`src/rtl/script_runner.sv`:
```
// Script sequencer: fetches 16-bit words from a synchronous ROM and drives
// the action stage with en/i_num/func, handling waits, jumps and a watchdog.
module script_runner #(
    parameter int ADDR_W         = 8,
    parameter int SETTLE_CYCLES  = 4,
    parameter int TIMEOUT_CYCLES = 1000000,
    parameter int TO_W           = 20
) (
    input  logic              clk,
    input  logic              rst,
    input  logic              start,
    input  logic              stop,
    output logic [ADDR_W-1:0] script_addr,
    input  logic [15:0]       script_data,
    input  logic [7:0]        feedbak_sig,
    output logic              en,
    output logic [7:0]        i_num,
    output logic [1:0]        func,
    output logic              busy,
    output logic              done,
    output logic              err
);

    localparam int CW = (TO_W > 12) ? TO_W : 12;
    localparam int ST_N = (SETTLE_CYCLES > 0) ? SETTLE_CYCLES - 1 : 0;
    localparam logic [CW-1:0] TO_LAST = CW'(TIMEOUT_CYCLES - 1);
    localparam logic [CW-1:0] ST_LAST = CW'(ST_N);
    localparam logic [CW-1:0] ONE = CW'(1);

    typedef enum logic [3:0] {
        IDLE,
        FETCH,
        DECODE,
        ACT_MOVE,
        ACT_DO,
        SETTLE,
        WAIT_CNT,
        WAIT_SIG,
        DONE
    } state_t;

    state_t state;
    logic [CW-1:0] cnt;
    logic [2:0] sig_sel;
    logic sig_val;
    logic jmp_take;
    logic sig_hit;
    logic [ADDR_W-1:0] pc_inc;

    // script_addr doubles as the program counter
    assign pc_inc = script_addr + ADDR_W'(1);
    assign sig_hit = (feedbak_sig[sig_sel] == sig_val);

    always_comb begin
        jmp_take = 1'b0;
        unique case (script_data[13:12])
            2'b00: jmp_take = 1'b1;
            2'b01: jmp_take = feedbak_sig[0];
            2'b10: jmp_take = ~feedbak_sig[0];
            2'b11: jmp_take = feedbak_sig[3];
        endcase
    end

    always_ff @(posedge clk) begin
        if (rst) begin
            state       <= IDLE;
            script_addr <= '0;
            cnt         <= '0;
            sig_sel     <= '0;
            sig_val     <= 1'b0;
            en          <= 1'b0;
            i_num       <= '0;
            func        <= '0;
            busy        <= 1'b0;
            done        <= 1'b0;
            err         <= 1'b0;
        end else if (stop) begin
            state <= IDLE;
            en    <= 1'b0;
            busy  <= 1'b0;
        end else begin
            unique case (state)
                IDLE: begin
                    if (start) begin
                        done        <= 1'b0;
                        err         <= 1'b0;
                        script_addr <= '0;
                        busy        <= 1'b1;
                        state       <= FETCH;
                    end
                end
                FETCH: state <= DECODE;
                DECODE: begin
                    unique case (script_data[15:14])
                        2'b00: begin
                            i_num <= script_data[7:0];
                            func  <= script_data[13:12];
                            en    <= 1'b1;
                            cnt   <= '0;
                            state <= ACT_MOVE;
                        end
                        2'b01: begin
                            if (script_data[13]) begin
                                sig_sel <= script_data[10:8];
                                sig_val <= script_data[12];
                                cnt     <= '0;
                                state   <= WAIT_SIG;
                            end else if (script_data[11:0] == 12'd0) begin
                                script_addr <= pc_inc;
                                state       <= FETCH;
                            end else begin
                                cnt   <= CW'(script_data[11:0]);
                                state <= WAIT_CNT;
                            end
                        end
                        2'b10: begin
                            script_addr <= jmp_take ?
                                ADDR_W'(script_data[7:0]) : pc_inc;
                            state <= FETCH;
                        end
                        2'b11: begin
                            done  <= 1'b1;
                            busy  <= 1'b0;
                            en    <= 1'b0;
                            state <= DONE;
                        end
                    endcase
                end
                ACT_MOVE: begin
                    if (feedbak_sig[2]) begin
                        state <= ACT_DO;
                    end else if (cnt == TO_LAST) begin
                        err   <= 1'b1;
                        en    <= 1'b0;
                        busy  <= 1'b0;
                        state <= IDLE;
                    end else begin
                        cnt <= cnt + ONE;
                    end
                end
                ACT_DO: begin
                    en          <= 1'b0;
                    script_addr <= pc_inc;
                    cnt         <= '0;
                    state       <= (SETTLE_CYCLES == 0) ? FETCH : SETTLE;
                end
                SETTLE: begin
                    if (cnt == ST_LAST) state <= FETCH;
                    else cnt <= cnt + ONE;
                end
                WAIT_CNT: begin
                    if (cnt == ONE) begin
                        script_addr <= pc_inc;
                        state       <= FETCH;
                    end else begin
                        cnt <= cnt - ONE;
                    end
                end
                WAIT_SIG: begin
                    if (sig_hit) begin
                        script_addr <= pc_inc;
                        state       <= FETCH;
                    end else if (cnt == TO_LAST) begin
                        err   <= 1'b1;
                        busy  <= 1'b0;
                        state <= IDLE;
                    end else begin
                        cnt <= cnt + ONE;
                    end
                end
                DONE: state <= IDLE;
                default: state <= IDLE;
            endcase
        end
    end

endmodule
```
`config.mk`:
```
export PLATFORM = sky130hd
export DESIGN_NAME = script_runner
export DESIGN_NICKNAME = d
export VERILOG_FILES = /design/src/rtl/script_runner.sv
export SDC_FILE = /design/constraint.sdc
export NUM_CORES = 1
export LEC_CHECK = 0
export CAP_MARGIN = 40
export CORE_ASPECT_RATIO = 1.1
export CORE_UTILIZATION = 56
export DETAILED_ROUTE_END_ITERATION = 7
export GPL_TIMING_DRIVEN = 0
export PLACE_DENSITY = 0.87
export RECOVER_POWER = 50
export SYNTH_ARGS = -nofsm -noshare
export SYNTH_HDL_FRONTEND = slang
export SYNTH_SLANG_ARGS = --single-unit
```
`constraint.sdc`:
```
create_clock -name clk -period 3.6 [get_ports clk]
set_clock_uncertainty 0.2 [all_clocks]
set_input_delay 0.9 -clock clk [delete_from_list [all_inputs] [get_ports clk]]
set_output_delay 0.9 -clock clk [all_outputs]
set_load 0.005 [all_outputs]
```
== Word-level counts from Yosys, hierarchy flattened ==
Index checks and enable logic that the tools add are counted.

* Flip-flop bits (word level): 50
* Bits of input ports: 28
* Output and inout bits: 22
* Logic and storage cells: 117

* Add/sub/neg operators: 3
* Order comparisons: 1
* Eq/ne operators: 33
* Mux-type cells: 47
* Bitwise logic cells: 2
* Reduce and logical (&&, ||, !) cells: 20

{| class="wikitable"
|+ Operators by type and width
! kind !! count
|-
| 2-to-1 mux 20 bit || 7
|-
| case mux 20 bit (6 select lines) || 1
|-
| 2-to-1 mux 8 bit || 6
|-
| case mux 20 bit (2 select lines) || 1
|-
| case mux 8 bit (5 select lines) || 1
|-
| case mux 4 bit (8 select lines) || 1
|-
| 2-to-1 mux 4 bit || 6
|-
| adder 20 x 1 -> 20 bit (second input constant) || 1
|-
| == test 20 x 1 -> 1 bit (second input constant) || 1
|-
| == test 20 x 2 -> 1 bit (second input constant) || 1
|-
| == test 20 bit (second input constant) || 1
|-
| subtractor 20 x 1 -> 20 bit (second input constant) || 1
|-
| != test 2 bit (second input constant) || 9
|-
| == test 4 x 3 -> 1 bit (second input constant) || 4
|-
| case mux 4 bit (4 select lines) || 1
|-
| case mux 8 bit (2 select lines) || 1
|-
| AND reduction 8 bit || 2
|-
| 2-to-1 mux 1 bit || 13
|-
| zero test 12 bit || 1
|-
| AND reduction 4 bit || 3
|-
| AND reduction 5 bit || 2
|-
| adder 8 x 1 -> 8 bit (second input constant) || 1
|-
| == test 2 bit (second input constant) || 4
|-
| == test 4 x 2 -> 1 bit (second input constant) || 2
|-
| 24 further kinds || 35
|}

== Depth between registers and ports, before layout ==
Gate-level depths: netlist of the first run.

* Word-level depth: 5
* Depth in mapped cells: 10

== Worst setup path before layout of the first run ==
OpenSTA, ideal clock, no wires.

* Path kind: input-to-reg
* From: input feedbak_sig[7]
* To: register script_addr[5]
* Data arrival time: 2577 ps
* Slack: 753 ps
* Stages: 8
* Buffers on the path: 1
* Cell sequence: mux2i_1 -> mux4_2 -> xor2_1 -> nor3_1 -> or3_4 -> buf_6 -> or2_0 -> a21oi_1

* Cells in the longest elaborated chain, start to end: 5

{| class="wikitable"
|+ RTL lines
! what !! RTL line !! RTL
|-
| start: declaration || 15 || <nowiki>input logic [7:0] feedbak_sig,</nowiki>
|-
| binary-select mux 1 bit (select 3 bit) || 52 || <nowiki>assign sig_hit = (feedbak_sig[sig_sel] == sig_val);</nowiki>
|-
| 2-to-1 mux 1 bit (not written as such) || 52 ||
|-
| == test 1 bit || 52 ||
|-
| != test 2 bit (no source line) || - ||
|-
| AND reduction 8 bit (no source line) || - ||
|-
| end signal: assignment || 109 || <nowiki>script_addr <= pc_inc;</nowiki>
|-
| end signal: assignment || 117 || <nowiki>script_addr <= jmp_take ?</nowiki>
|-
| end signal: assignment || 143 || <nowiki>script_addr <= pc_inc;</nowiki>
|-
| end: declaration || 13 || <nowiki>output logic [ADDR_W-1:0] script_addr,</nowiki>
|}

Every way passes these cells. The select of a mux whose other input is x is not followed.
A chain may end at the register's enable or synchronous reset.

== Worst setup path after layout of the first run ==
* From: input feedbak_sig[2]
* To: register script_addr[6]

The elaborated chain is that of the path after synthesis.

==> reports/results.ini, run 1 <==
[outcome]
status=finished clean

[hold_path]
hp-class=flop to flop
worstHoldPathCells=2
worstHoldEndpoint=busy
hold_start=busy

[worst_setup_path]
path_buf_inv=2
rr_worst_depth=9
cp.required_ns=3.66
crit_chain=clkdlybuf4s50_1 -> mux2i_1 -> mux4_2 -> xor2_1 -> nor3_1 -> or3_4 -> buf_6 -> or2_0 -> a21oi_1
reg2reg_to=cnt[8]
cp-start-kind=primary input
critPathTopFamily=simple AND/OR/NAND/NOR gates
ff2ff_setup_slack_ns=0.66
worstSetupEndpointType=flop
crit_arrival_ns=3.40
max_stage_delay_ns=0.59
critPathSlowestCell=clkdlybuf4s50_1
crit_type=primary input to flop
worstPathMaxFanout=10
reg2reg_from=cnt[0]

[cts]
cts-resized-gates=0
clock_sinks=50
numCtsBuffers=5
clock_latency_ns=0.32
cts-root-buf=clkbuf_8
post-cts-setup-buffers=0
ctsHoldBuffers=0
clk_pin_slew_worst_paths_ns=0.11
clk_path_buf_depth=2
htreeDepth=2
cts_tree=built

[power_and_ir_drop]
static-leakage-power_nw=1.561
clkPwrFrac=0.383
seq_power_share=0.496
intPower_w=0.0008262
pwr-share-comb=0.120
switching_power_w=0.0002995
swShare=0.2660
cellPowerDensity_nw_per_um2=251.7
ir_worst_vdd_uv=212.5

[logic_synthesis]
async_flop_share=0
ys_warn_count=0
synth_ff_type=dfxtp_1
yosysTopAreaCell=dfxtp_1
syn_inst=510
syn_area_per_cell_um2=7.416
yosysTopAreaCellShare=0.2646
ys_seq_area_frac=0.2646
yosysUniqueCellTypes=63
synth-edff-count=0
syn_nets=542
synthTopCellsByArea=dfxtp_1, mux2i_1, a21oi_1, nor2_1, nand2_1
ys_ff_latch=50
synthesis.area_um2=3782

[global_route]
grt_pass1_wl_um=19000
grt_pass1_vias=3842
grt_max_degree=18
antenna_found_initial=0
grt_usage=0.3462
gr-total-overflow=0

[routing]
drtPass1Iterations=5
vias=4246
wire_per_inst_um=18.45
drcViolationCount=0
drtAntennaViolNets=0
drtIter0Drc=427
via_per_inst=6.563
routed_wl_um=11940

[die]
die_y_um=88.20
initial_core_util=0.5770
core_um2=6555
pin_count=50
dieWidth_um=80.36
die-area_um2=7087
rows=31

[sta]
hold_viol=0
timing.fmax_ghz=0.2988
setup_viol=0
rsz0062_at_grt=false
tightest_slew_ns=0.9263
maxSlewViolCount=0
max_slew_margin=0.3777
fin_crit_ns=3.347
fin_setup_tns_ns=0
timing.final.ws_setup_ns=0.2528
fin_crit_sh=0.9298

[placement]
io_buffers=47
gp_routability_congestion=0.9461
place_ws_ns=-0.04597
dp_hpwl_um=8748

[finish]
most-common-layout-cells=nor2_1, dfxtp_1, nand2_1
drive_gt1_frac=0.08142
layout.nets=596
layout_commonest_cell=nor2_1
syn_to_final_growth_pct=18.23
num_antenna_cells=0

[job]
drv_cap=0

registers in the layout, indices dropped and copies added (netlist names):
name         count
cnt             20
i_num            8
script_addr      8
state            4
sig_sel          3
func             2
busy             1
done             1
en               1
err              1
sig_val          1
cell usage after synthesis (all sizes together) (4+ instances only):
master / number
or2: 9
nand3: 26
xnor2: 5
a311oi: 4
a221oi: 5
a211oi: 5
and2: 4
clkbuf: 29
mux2i: 24
dfxtp: 50
o211ai: 5
nor3: 29
a31oi: 8
and3: 7
nor3b: 5
o32ai: 10
nand4: 9
ha: 4
buf: 15
nor2: 54
nor4: 11
or3: 6
o21ai: 33
nand2: 49
nand2b: 6
nor2b: 10
inv: 10
a21oi: 45
metal layers:
| layer | wire length [um] | share of wire | vias to the layer above | GRT usage |
|---|---|---|---|---|
| met5 | 0 | 0 | - | 0 |
| met4 | 403 | 0.034 | 0 | 0.1494 |
| met3 | 990 | 0.083 | 46 | 0.05208 |
| met2 | 5688 | 0.48 | 242 | 0.5847 |
| met1 | 4853 | 0.41 | 1963 | 0.4355 |
| li1 | - | - | 1995 | - |
worst max-delay path by stage:
stage                     cells past startpoint      startpoint  slack, ns              to
final                                         9  feedbak_sig[2]       0.25  script_addr[6]
after global placement                        9  feedbak_sig[2]      -0.03  script_addr[6]
after global routing                          9  script_data[4]       0.15          cnt[4]
after floorplan                               8  feedbak_sig[7]       0.75  script_addr[5]
after detailed placement                      9  feedbak_sig[2]      -0.05  script_addr[5]
after CTS                                     9  feedbak_sig[2]       0.29  script_addr[5]
cells by family (layout without fill, tap and decap cells):
family	Yosys count	after routing	synth area share
AOI/OAI and AO/OA	138	138	0.2425
xor gates and xnor gates	7	7	0.01621
adders and majority gates	4	4	0.01323
buffers and inverters	55	110	0.07145
DFF	50	50	0.2646
muxes	25	25	0.06947
and+or+nand+nor	231	231	0.3225
per-stage QoR:
stage	cells	power, W	hold slack [ns]	util	cell area (um^2)
floorplan	510	0.0006394	0.2667	-	3782
global placement	639	0.0007021	0.2579	0.6644	4355
detailed placement	639	0.0007040	0.2727	0.6644	4355
CTS	647	0.001129	0.2878	0.6822	4472
global route	647	0.001163	0.3098	0.6822	4472
finish	647	0.001126	0.2852	0.6822	4472
worst reg2reg max path, stage by stage (launching register included):
cell and delay [ns]:
dfxtp_1 0.51, ha_1 0.33, and3_1 0.22, nand3_1 0.18, nor4_1 0.42, a211oi_1 0.16
nand3_1 0.28, buf_2 0.31, a21oi_1 0.10, o32ai_2 0.14
power by group through the flow:
| stage | Sequential, W | Combinational (W) | Clock, W |
|---|---|---|---|
| floorplan | 0.000571 | 0.0000684 | 0 |
| global placement | 0.000571 | 0.000131 | 0 |
| detailed placement | 0.000571 | 0.000133 | 0 |
| CTS | 0.000559 | 0.000133 | 0.000438 |
| global route | 0.000559 | 0.000145 | 0.000460 |
| finish | 0.000559 | 0.000135 | 0.000432 |
cell type report:
| class | instances | area, um^2 |
|---|---|---|
| Multi-Input combinational cell | 405 | 2511 |
| Buffer | 44 | 229.0 |
| Clock buffer | 5 | 68.82 |
| Inverter | 11 | 41.29 |
| Timing Repair Buffer | 47 | 470.5 |
| Clock inverter | 3 | 47.55 |
| Tap cell | 82 | 102.6 |
| Fill cell | 587 | 2083 |
| Sequential cell | 50 | 1001 |
(Power assumes the default switching activity.)
==> inputs of run 2 (changes only) <==
--- a/config.mk
+++ b/config.mk
@@ -5,6 +5,7 @@
 export SDC_FILE = /design/constraint.sdc
 export NUM_CORES = 1
 export LEC_CHECK = 0
+export ABC_CLOCK_PERIOD_IN_PS = 3600
 export CAP_MARGIN = 40
 export CORE_ASPECT_RATIO = 1.1
 export CORE_UTILIZATION = 56
==> results of run 2 <==
The final DEF is identical to that of run 1; final timing and power are the same.
==> inputs of run 3 (changes only) <==
--- a/config.mk
+++ b/config.mk
@@ -5,13 +5,14 @@
 export SDC_FILE = /design/constraint.sdc
 export NUM_CORES = 1
 export LEC_CHECK = 0
-export ABC_CLOCK_PERIOD_IN_PS = 3600
+export ABC_CLOCK_PERIOD_IN_PS = 4200
 export CAP_MARGIN = 40
 export CORE_ASPECT_RATIO = 1.1
-export CORE_UTILIZATION = 56
+export CORE_UTILIZATION = 62
+export CTS_BUF_LIST = sky130_fd_sc_hd__clkbuf_4 sky130_fd_sc_hd__clkbuf_8
 export DETAILED_ROUTE_END_ITERATION = 7
 export GPL_TIMING_DRIVEN = 0
-export PLACE_DENSITY = 0.87
+export PLACE_DENSITY = 0.88
 export RECOVER_POWER = 50
 export SYNTH_ARGS = -nofsm -noshare
 export SYNTH_HDL_FRONTEND = slang
==> constraint.sdc (replaced) <==
create_clock -name clk -period 4.2 [get_ports clk]
set_clock_uncertainty 0.2 [all_clocks]
set_input_delay 1.05 -clock clk [delete_from_list [all_inputs] [get_ports clk]]
set_output_delay 1.05 -clock clk [all_outputs]
set_load 0.005 [all_outputs]
==> reports/results.ini, run 3 (synthesis gave the netlist of run 1 again) <==
[routing]
routed_wl_um=11870
wire_per_inst_um=18.48
drtPass1Iterations=5
drtIter0Drc=444
drtAntennaViolNets=0
via_per_inst=6.667
drcViolationCount=0
vias=4280

[placement]
gp_routability_congestion=0.9925
io_buffers=47
dp_hpwl_um=8621

[finish]
top_register=cnt
drive_gt1_frac=0.08142
final_util=0.7644
most-common-layout-cells=nor2_1, dfxtp_1, nand2_1
syn_to_final_growth_pct=18.06
layout.nets=596
layout_commonest_cell=nor2_1
largest_reg_flops=20
num_antenna_cells=0
largestRegisters=cnt: 20 flops, i_num: 8 flops, script_addr: 8 flops

[power_and_ir_drop]
ir_worst_vdd_uv=178.8
static-leakage-power_nw=1.561
cellPowerDensity_nw_per_um2=217.0

[cts]
clock_sinks=50
post-cts-setup-buffers=0
htreeDepth=2
clk_pin_slew_worst_paths_ns=0.10
cts-root-buf=clkbuf_8
cts_tree=built
cts-resized-gates=0
clock_latency_ns=0.32
clk_path_buf_depth=2
ctsHoldBuffers=0
numCtsBuffers=5

[sta]
tightest_slew_ns=0.8907
fin_crit_ns=3.537
rsz0062_at_grt=false
maxSlewViolCount=0
setup_viol=0
max_slew_margin=0.4016
fin_crit_sh=0.8421
fin_setup_tns_ns=0
timing.fmax_ghz=0.2827
hold_viol=0

[worst_setup_path]
worstSetupEndpointType=flop
cp.required_ns=4.22
crit_type=primary input to flop
crit_arrival_ns=3.56
worstPathMaxFanout=10
cp-start-kind=primary input

[die]
die-area_um2=6417
initial_core_util=0.6475
dieWidth_um=76.47
die_y_um=83.92
pin_count=50
core_um2=5842
rows=29

[global_route]
antenna_found_initial=0
gr-total-overflow=0
grt_pass1_wl_um=18910
grt_max_degree=18
grt_pass1_vias=3915
grt_usage=0.3707

[job]
drv_cap=0

[hold_path]
hp-class=flop to flop

[outcome]
status=finished clean

-- run 3: final timing paths --
path              end  slack (ns)           start  cells past startpoint
min           func[1]        0.31         func[1]                      2
min reg2reg   func[1]        0.31         func[1]                      2
max            cnt[4]        0.66  feedbak_sig[2]                      9
max reg2reg  state[0]        1.25         cnt[12]                      9
-- run 3: cell type report --
class / instances / area [um^2]
sequential: 50 / 1001
multi-input combinational: 405 / 2511
inverter: 11 / 41.29
clock buffer: 5 / 68.82
clock inverter: 3 / 47.55
timing repair buffer: 47 / 470.5
tap: 77 / 96.34
fill: 452 / 1376
buffer: 44 / 229.0
-- run 3: metal layers --
metal / part of all wire / track usage
met5: 0 / 0
met1: 0.41 / 0.4698
met2: 0.47 / 0.6110
met4: 0.035 / 0.1836
met3: 0.088 / 0.05464
-- run 3: stage by stage --
| stage | total power [W] | cell area, um^2 | worst slack [ns] | hold WS [ns] | instances |
|---|---|---|---|---|---|
| final | 0.0009691 | 4466 | 0.6633 | 0.3069 | 642 |
| after global routing | 0.0009932 | 4466 | 0.5428 | 0.3352 | 642 |
| after CTS | 0.0009659 | 4466 | 0.7246 | 0.3148 | 642 |
| after detailed placement | 0.0006041 | 4349 | 0.3922 | 0.2870 | 634 |
| after global placement | 0.0006016 | 4349 | 0.4358 | 0.2596 | 634 |
| after floorplan | 0.0005481 | 3782 | 1.203 | 0.2667 | 510 |
-- run 3: power by group --
group          switching, W  leakage, nW  internal [W]
registers        0.00000205        0.403      0.000477
clock network      0.000191       0.0591      0.000182
logic             0.0000675         1.10     0.0000493
total              0.000261         1.56      0.000708
-- run 3: critical path: stages --
cell	delay [ns]
clkdlybuf4s50_1	0.61
mux2i_1	0.11
mux4_2	0.47
xor2_1	0.29
nand3_2	0.18
nand3_1	0.28
buf_2	0.32
a21oi_1	0.08
o32ai_1	0.16
==> variant, RTL diff (flow settings as in run 1) <==
Set the parameter `TIMEOUT_CYCLES` to 500000 (it was 1000000).
--- a/src/rtl/script_runner.sv
+++ b/src/rtl/script_runner.sv
@@ -5,3 +5,3 @@
     parameter int SETTLE_CYCLES  = 4,
-    parameter int TIMEOUT_CYCLES = 1000000,
+    parameter int TIMEOUT_CYCLES = 500000,
     parameter int TO_W           = 20
Behaviour: no difference found for any inputs over 4 cycles, from zero or initial values and one cycle with rst high; that may be too few to reach the edited logic, so the function may still have changed.
==> variant against run 1 <==
  * Routed wire length is 7.7% higher
  * Non-clock buffer count is 3 higher
  * Area after synthesis is 4.0% higher
  * Count of clock-buffer cells in the layout stayed put
  * Cell count is 1.2% lower
  * Worst setup slack worse by 0.17 ns
  * Cell area is 4.6% higher
  * Combinational power is 32% higher
  * Total power is 9.5% higher
  * Sequential cell count stayed put
  * Largest cell class unchanged
==> variant: results (changes against run 1) <==
The flow ran to the end, and the final reports show no timing, DRC or antenna violations. The sequential standard cell area is 1000 um2 (unchanged). The sequential group power came out at 568 uW (+2%). The number of cells on the worst hold path is 2 (unchanged). The worst relative slew slack came out at 0.374 (-0.00403).

The number of DRC markers in iteration 0 is 607 (+42%). The largest net degree at the start of global routing is 17 (-1). The count of buffers inserted at the top-level ports came out at 48 (+2.1%).

The global-route met2 utilization came out at 0.565 (-0.0200). The fraction of met1 tracks used by global routing is 0.470 (+0.0348). The mean instance size in the synthesized netlist is 7.88 um2 (+6.3%). The vias after detailed routing was 4408 (+3.8%). The post-route met1 wirelength came out at 5120 um (+5.4%). The share of power burned in the clock network came out at 0.395 (+0.012).

The routing usage on met3 is 0.0599 (+0.00782). The count of placed standard cells in the final layout, fillers left out was 639 (-1.2%). The post-synthesis cell type count was 78 (+24%). Sorting the synthesized cells by how often they occur yields 55 x sky130_fd_sc_hd__nor2_1, 50 x sky130_fd_sc_hd__dfxtp_1, 32 x sky130_fd_sc_hd__a21oi_1, 28 x sky130_fd_sc_hd__nand2_1, 24 x sky130_fd_sc_hd__o21ai_0. The total track usage came to 0.359 (+0.0126). The average wire per cell in the routed design is 20.1 um (+9.1%). The proportion of total power due to net switching came out at 0.255 (-0.0108). The met3 wire length came out at 1230 um (+24%). The layout net count is 588 (-1.3%).

The setup slack after placement is -0.256 ns (-0.210 ns). The data arrival time of the worst path was 3.52 ns (+0.12 ns). Yosys attributes the largest share of cell area to sky130_fd_sc_hd__dfxtp_1 25%, sky130_fd_sc_hd__nor2_1 5.2%, sky130_fd_sc_hd__mux2i_1 4.8%. The register area share after synthesis is 0.254 (-0.0102).

The proportion of power drawn by flip-flops and latches was 0.461 (-0.035). The cell area after placement came to 4520 um2 (+3.8%). The leakage component of the power is 1.62 nW (+3.5%). In this design, the largest share of critical-path delay is due to multiplexers. The delay of the slowest cell on the worst path came to 0.57 ns (-0.02 ns).

The post-synth net total came out at 531 (-2.0%). The cell total after placement is 630 (-1.4%). The number of filler instances in the final layout is 582 (-0.85%).

The met2 routed wirelength is 5980 um (+5.2%). The via count of the first global-routing pass came out at 4084 (+6.3%). The half-perimeter wire length of the detailed placement result is 9420 um (+7.6%). The final RePlAce weighted congestion came out at 0.970 (+2.5%). The worst ir drop on vdd is 0.177 mV (-17%). The first-pass GRT wire length is 20500 um (+7.9%). The initial antenna violation count came out at 0 (unchanged). The beginning of the worst hold path is err. The share of final-layout standard cells stronger than drive strength 1 is 0.118 (+0.0371).
variant: area by class of cell:
| cell class | instances | share of cell area |
|---|---|---|
| multi-input combinational | 394 | 0.567 |
| sequential | 50 | 0.214 |
| timing repair buffer | 50 | 0.105 |
| buffer | 44 | 0.0543 |
| tap | 82 | 0.0219 |
| clock buffer | 5 | 0.0147 |
| clock inverter | 3 | 0.0147 |
| inverter | 11 | 0.00882 |
variant: cells by family (layout without fill, tap and decap cells):
family                     after synthesis  after routing  share of synthesized area
and+or+nand+nor                        212            212                      0.298
adders and majority gates                4              4                     0.0127
DFF                                     50             50                      0.254
buffers and inverters                   55            113                     0.0754
xor gates and xnor gates                 8              8                     0.0178
muxes                                   27             27                     0.0741
AOI/OAI and AO/OA                      143            143                      0.268
variant: worst paths after layout:
| path | end | slack [ns] |
|---|---|---|
| max | cnt[10] | 0.08 |
| min | err | 0.25 |
| max reg2reg | cnt[18] | 0.19 |
| min reg2reg | err | 0.25 |
